--- config.mk ---
export PLATFORM = sky130hd
export DESIGN_NAME = axi_line_refill
export DESIGN_NICKNAME = d
export VERILOG_FILES = /design/src/rtl/axi_line_refill.sv
export SDC_FILE = /design/constraint.sdc
export NUM_CORES = 1
export LEC_CHECK = 0
export ABC_AREA = 1
export CORE_AREA = 2 2 212 214
export CTS_BUF_LIST = sky130_fd_sc_hd__clkbuf_8
export CTS_CLUSTER_DIAMETER = 100
export DETAILED_ROUTE_END_ITERATION = 12
export DIE_AREA = 0 0 214 216
export MAX_ROUTING_LAYER = met4
export PLACE_DENSITY = 0.61
export SLEW_MARGIN = 10
export SYNTH_ARGS = -nofsm -noshare
export SYNTH_HDL_FRONTEND = slang
export SYNTH_SLANG_ARGS = --single-unit
--- constraint.sdc ---
create_clock -name clk_i -period 1.8 [get_ports clk_i]
set_input_delay 0.27 -clock clk_i [delete_from_list [all_inputs] [get_ports clk_i]]
set_output_delay 0.27 -clock clk_i [all_outputs]
set_load 0.005 [all_outputs]
--- src/rtl/axi_line_refill.sv ---
// Cache-line refill sequencer: one AXI INCR burst per line fill, beats assembled into a line.
// Only one refill is outstanding at a time. Beats seen outside DATA, or carrying a foreign
// ID, are dropped and flagged on stray_o one cycle later.
module axi_line_refill #(
  parameter int unsigned AxiNumWords = 4,
  parameter int unsigned AxiIdWidth  = 4
) (
  input  logic                        clk_i,
  input  logic                        rst_ni,
  input  logic                        req_valid_i,
  output logic                        req_ready_o,
  input  logic [63:0]                 req_addr_i,
  input  logic [AxiIdWidth-1:0]       req_id_i,
  output logic                        rd_req_o,
  input  logic                        rd_gnt_i,
  output logic [63:0]                 rd_addr_o,
  output logic [$clog2(AxiNumWords)-1:0] rd_blen_o,
  output logic [1:0]                  rd_size_o,
  output logic [AxiIdWidth-1:0]       rd_id_o,
  output logic                        rd_lock_o,
  output logic                        rd_rdy_o,
  input  logic                        rd_valid_i,
  input  logic                        rd_last_i,
  input  logic [63:0]                 rd_data_i,
  input  logic [AxiIdWidth-1:0]       rd_id_i,
  output logic                        line_valid_o,
  input  logic                        line_ready_i,
  output logic [63:0]                 line_addr_o,
  output logic [AxiIdWidth-1:0]       line_id_o,
  output logic [AxiNumWords*64-1:0]   line_data_o,
  output logic                        line_err_o,
  output logic                        stray_o
);

  localparam int unsigned CntW = $clog2(AxiNumWords);
  localparam int unsigned OffW = $clog2(AxiNumWords * 8);
  localparam logic [CntW-1:0] LastCnt = CntW'(AxiNumWords - 1);

  typedef enum logic [1:0] {StIdle, StReq, StData, StOut} state_e;

  state_e                            state_q;
  logic [63:0]                       addr_q;
  logic [AxiIdWidth-1:0]             id_q;
  logic [CntW-1:0]                   cnt_q;
  logic [AxiNumWords-1:0][63:0]      words_q;
  logic                              err_q;
  logic                              stray_q;
  logic                              req_ready_q;
  logic                              rd_req_q;
  logic                              line_valid_q;
  logic                              beat_ok;
  logic                              cnt_last;

  // Beat qualification: only beats of the current burst while collecting data.
  always_comb begin
    beat_ok  = rd_valid_i && (state_q == StData) && (rd_id_i == id_q);
    cnt_last = (cnt_q == LastCnt);
  end

  // Sequencer FSM with registered handshake outputs.
  always_ff @(posedge clk_i or negedge rst_ni) begin
    if (!rst_ni) begin
      state_q      <= StIdle;
      addr_q       <= '0;
      id_q         <= '0;
      cnt_q        <= '0;
      words_q      <= '0;
      err_q        <= 1'b0;
      req_ready_q  <= 1'b1;
      rd_req_q     <= 1'b0;
      line_valid_q <= 1'b0;
    end else begin
      unique case (state_q)
        StIdle: begin
          if (req_valid_i) begin
            addr_q      <= {req_addr_i[63:OffW], OffW'(0)};
            id_q        <= req_id_i;
            cnt_q       <= '0;
            words_q     <= '0;
            err_q       <= 1'b0;
            req_ready_q <= 1'b0;
            rd_req_q    <= 1'b1;
            state_q     <= StReq;
          end
        end
        StReq: begin
          if (rd_gnt_i) begin
            rd_req_q <= 1'b0;
            state_q  <= StData;
          end
        end
        StData: begin
          if (beat_ok) begin
            words_q[cnt_q] <= rd_data_i;
            if (rd_last_i || cnt_last) begin
              // Early last or missing last both flag the line; cnt is frozen so it never wraps.
              err_q        <= rd_last_i ^ cnt_last;
              line_valid_q <= 1'b1;
              state_q      <= StOut;
            end else begin
              cnt_q <= cnt_q + CntW'(1);
            end
          end
        end
        StOut: begin
          if (line_ready_i) begin
            line_valid_q <= 1'b0;
            req_ready_q  <= 1'b1;
            state_q      <= StIdle;
          end
        end
        default: state_q <= StIdle;
      endcase
    end
  end

  // Stray beat flag, one cycle after the dropped beat.
  always_ff @(posedge clk_i or negedge rst_ni) begin
    if (!rst_ni) begin
      stray_q <= 1'b0;
    end else begin
      stray_q <= rd_valid_i && !beat_ok;
    end
  end

  // Output mapping; burst attributes are constants.
  always_comb begin
    req_ready_o  = req_ready_q;
    rd_req_o     = rd_req_q;
    rd_addr_o    = addr_q;
    rd_blen_o    = LastCnt;
    rd_size_o    = 2'b11;
    rd_id_o      = id_q;
    rd_lock_o    = 1'b0;
    rd_rdy_o     = 1'b1;
    line_valid_o = line_valid_q;
    line_addr_o  = addr_q;
    line_id_o    = id_q;
    line_data_o  = words_q;
    line_err_o   = err_q;
    stray_o      = stray_q;
  end

endmodule

==> metrics.md <==
| Metric | Value |
|---|---|
| Status | `finished, violations left` |
| Failing checks | `setup timing` |
| Critical Path Max Stage Delay | `0.44 ns` |
| Global-route wire length before repair | `82600 um` |
| CP top delay family | `buffers and inverters` |
| Top Ports | `546` |
| Total GRT Usage | `23.5%` |
| Detailed-route wire length | `56500 um` |
| Post-detailed-route wirelength per cell | `20.0 um` |
| Sw Ratio | `38.5%` |
| RSZ-0062 raised after global routing | `yes` |
| Pwr dens | `1560 nW/um2` |
| Die H | `216 um` |
| Port bufs | `524` |
| Synth top area cells | `dfrtp_1, nand2_1, nand4_1` |
| Die Wd | `214 um` |
| Fmax | `0.554 GHz` |
| Final worst-path cycle share | `100%` |
| Critical path fanouts, max | `8` |
| Clock Sinks | `328` |
| Synthesis Warnings | `0` |
| Final Slew Violations | `0` |
| Synthesized flop and latch total | `328` |
| Clock share of power | `20.5%` |
| Skew final | `0.0436 ns` |
| Dpl ws | `-0.212 ns` |
| Max_cap viols | `0` |
| Int Power | `21.7 mW` |
| Clock Tree Buf Depth | `3` |
| Post-layout min period | `1.81 ns` |
| Worst hold path type | `input port to async pin` |
| Final setup violation count | `1` |
| Largest net degree at the start of global routing | `70` |
| Commonest non-fill, non-tap cell in the layout | `nand2_1` |
| Final Hold Vio Count | `0` |
| # fillers | `4216` |
| Initial antenna violation count | `2` |
| Seq pwr share | `30.0%` |
| Area Growth Syn to Fin | `51.5%` |
| Worst slew pin tran | `0.592 ns` |
| Dpl hpwl | `36500 um` |
| Fin util | `51.5%` |
| TritonCTS Buffers | `58` |
| WP data arrival | `2.34 ns` |
| Fraction of layout cells with a size suffix above 1 | `16.7%` |
| Core Footprint | `43800 um2` |
| Starting Density | `34.0%` |
| Post-synthesis cell type count | `27` |
| Worst Path Buf+Inv | `3` |
| Drt pass-1 iters | `5` |
| Cells after Synth | `1596` |
| Sw Pwr | `13.6 mW` |
| R2R Path End | `line_data_o[150]` |
| Synth top area share | `54.9%` |
| Routability-driven placement congestion ratio | `0.827` |
| Worst-Skew Late Latency | `0.66 ns` |
| R2r startpoint | `state_q[1]` |
| Post-route cell area | `22600 um2` |
| CP Data Required Time | `2.33 ns` |
| CP Launch Type | `flip-flop` |
| CTS tree | `built` |
| Nets | `2331` |
| Rows | `77` |
| LEAKAGE | `13.1 nW` |
| Most frequent cells in the layout | `nand2_1, dlygate4sd2_1, dfrtp_1` |
| Dpl cell area | `20700 um2` |
| Maximum VDD drop | `0.000804 V` |
| DRC viols | `0` |
| Worst setup EP type | `flip-flop` |
| Slew Limit Headroom | `60.6%` |
| Critical-path top delay cell | `dfrtp_2` |
| Logic pwr share | `49.5%` |
| Crit path kind | `flip-flop to flip-flop` |
| Pwr Total | `35.3 mW` |
| CP cell instances | `ha_4, inv_1, nand2_4, nand2_8, nand3_4, buf_12, clkbuf_16, nand2_1, nand2_1` |
| Sequential share of the synthesized area | `55.1%` |
| Root Buffer | `clkbuf_8` |
| Detailed Route Iter0 Violations | `1196` |
| Reg2reg setup slack | `-0.005 ns` |
| Clock transition at path regs | `0.06 ns` |
| Vias in the first global route | `13522` |
| Cell area after synthesis | `14900 um2` |
| Worst Reg-to-Reg Cells | `9` |
| Avg Cell Area, Syn | `9.33 um2` |
| Setup_tns | `-0.00537 ns` |
| Area leader, netlist | `dfrtp_1` |
| Most frequent cell on the critical path | `nand2_1` |
| DR vias/cell | `4.90` |
| Remaining Overflow, GRT | `0` |
| ANT nets after route | `0` |
| H-tree depth | `2` |
| Setup slack after layout | `-0.00537 ns` |
| Die area | `46200 um2` |
| Total number of vias | `13818` |
==> metal layers <==
| metal | GRT usage [%] | vias to the layer above | share of wire [%] |
|---|---|---|---|
| li1 | - | 6381 | - |
| met4 | 7.06 | 0 | 2.6 |
| met3 | 6.19 | 85 | 7.5 |
| met1 | 29.2 | 6844 | 41 |
| met5 | - | - | 0 |
| met2 | 37.7 | 508 | 49 |
==> how the worst max path moves through the flow <==
stage,endpoint,slack (ns),from,cells past startpoint
3_3_place_gp,line_data_o[9],-0.22,rd_id_i[3],10
2_1_floorplan,line_addr_o[41],0.13,state_q[0],6
6_report,line_data_o[150],-0.005,state_q[1],9
3_5_place_dp,line_data_o[9],-0.21,rd_id_i[0],10
4_1_cts,line_data_o[129],-0.005,state_q[0],10
5_1_grt,line_data_o[150],-0.07,state_q[0],11
==> state kept, by name, indices dropped and copies added (netlist names), 2 cells and up <==
| name | count |
|---|---|
| line_addr_o | 59 |
| line_data_o | 256 |
| state_q | 2 |
| line_id_o | 4 |
| cnt_q | 2 |
==> power by group through the flow <==
stage	logic, mW	registers (mW)	clock network [mW]
floorplan	7.85	10.8	0
global placement	16.2	10.9	0
detailed placement	16.3	11.0	0
CTS	15.9	10.6	7.42
global route	18.7	10.8	7.82
finish	17.5	10.6	7.21
==> final cells by class <==
type	instances	area, um2	share of cell area [%]
flip-flops and latches	328	8210	36.4
repair buffers	709	6890	30.5
multi-input cells	994	5150	22.8
clock buffers	81	1110	4.94
well taps	592	741	3.28
inverters	88	330	1.46
clock inverters	26	123	0.543
diodes	2	5.00	0.0222
==> repair_timing <==
item	in CTS	in global routing
buffers inserted	62	15
gates cloned	3	14
setup endpoints to repair	458	300
hold buffers	1	0
pin swaps	2	7
hold endpoints to repair	327	0
gates resized for setup	390	32
==> stage by stage <==
step	hold WS, ns	std cells
2_1_floorplan	-0.0256	1610
3_3_place_gp	0.170	2616
5_1_grt	0.0478	2820
4_1_cts	0.0343	2789
3_5_place_dp	0.170	2616
6_report	0.0745	2820
==> cells in the mapped netlist, drive strengths merged <==
library cell  number
a21boi             1
a21oi              5
buf              167
clkbuf            34
conb               2
dfrtp            327
dfstp              1
ha                 9
inv               88
mux2              60
nand2            607
nand3             10
nand4            262
nor2              13
o211ai             1
o21ai              5
or2                4
==> cells by family (layout without fill, tap and decap cells) <==
group                      count (synthesis)  after routing  share of synthesized area (%)
adders and majority gates                  9              9                          0.756
muxes                                     60             60                           4.54
other                                      2             18                         0.0504
AOI/OAI and AO/OA                         12             12                          0.437
DFF                                      328            328                           55.1
and+or+nand+nor                          896            897                           27.6
buffers and inverters                    289            904                           11.5
==> worst reg2reg max path: stages (launching register included) <==
cell and delay (ns):
dfrtp_2 0.44, ha_4 0.20, inv_1 0.19, nand2_4 0.13, nand2_8 0.17, nand3_4 0.10, buf_12 0.16, clkbuf_16 0.19
nand2_1 0.08, nand2_1 0.05
Power figures use the tool's default switching activity.
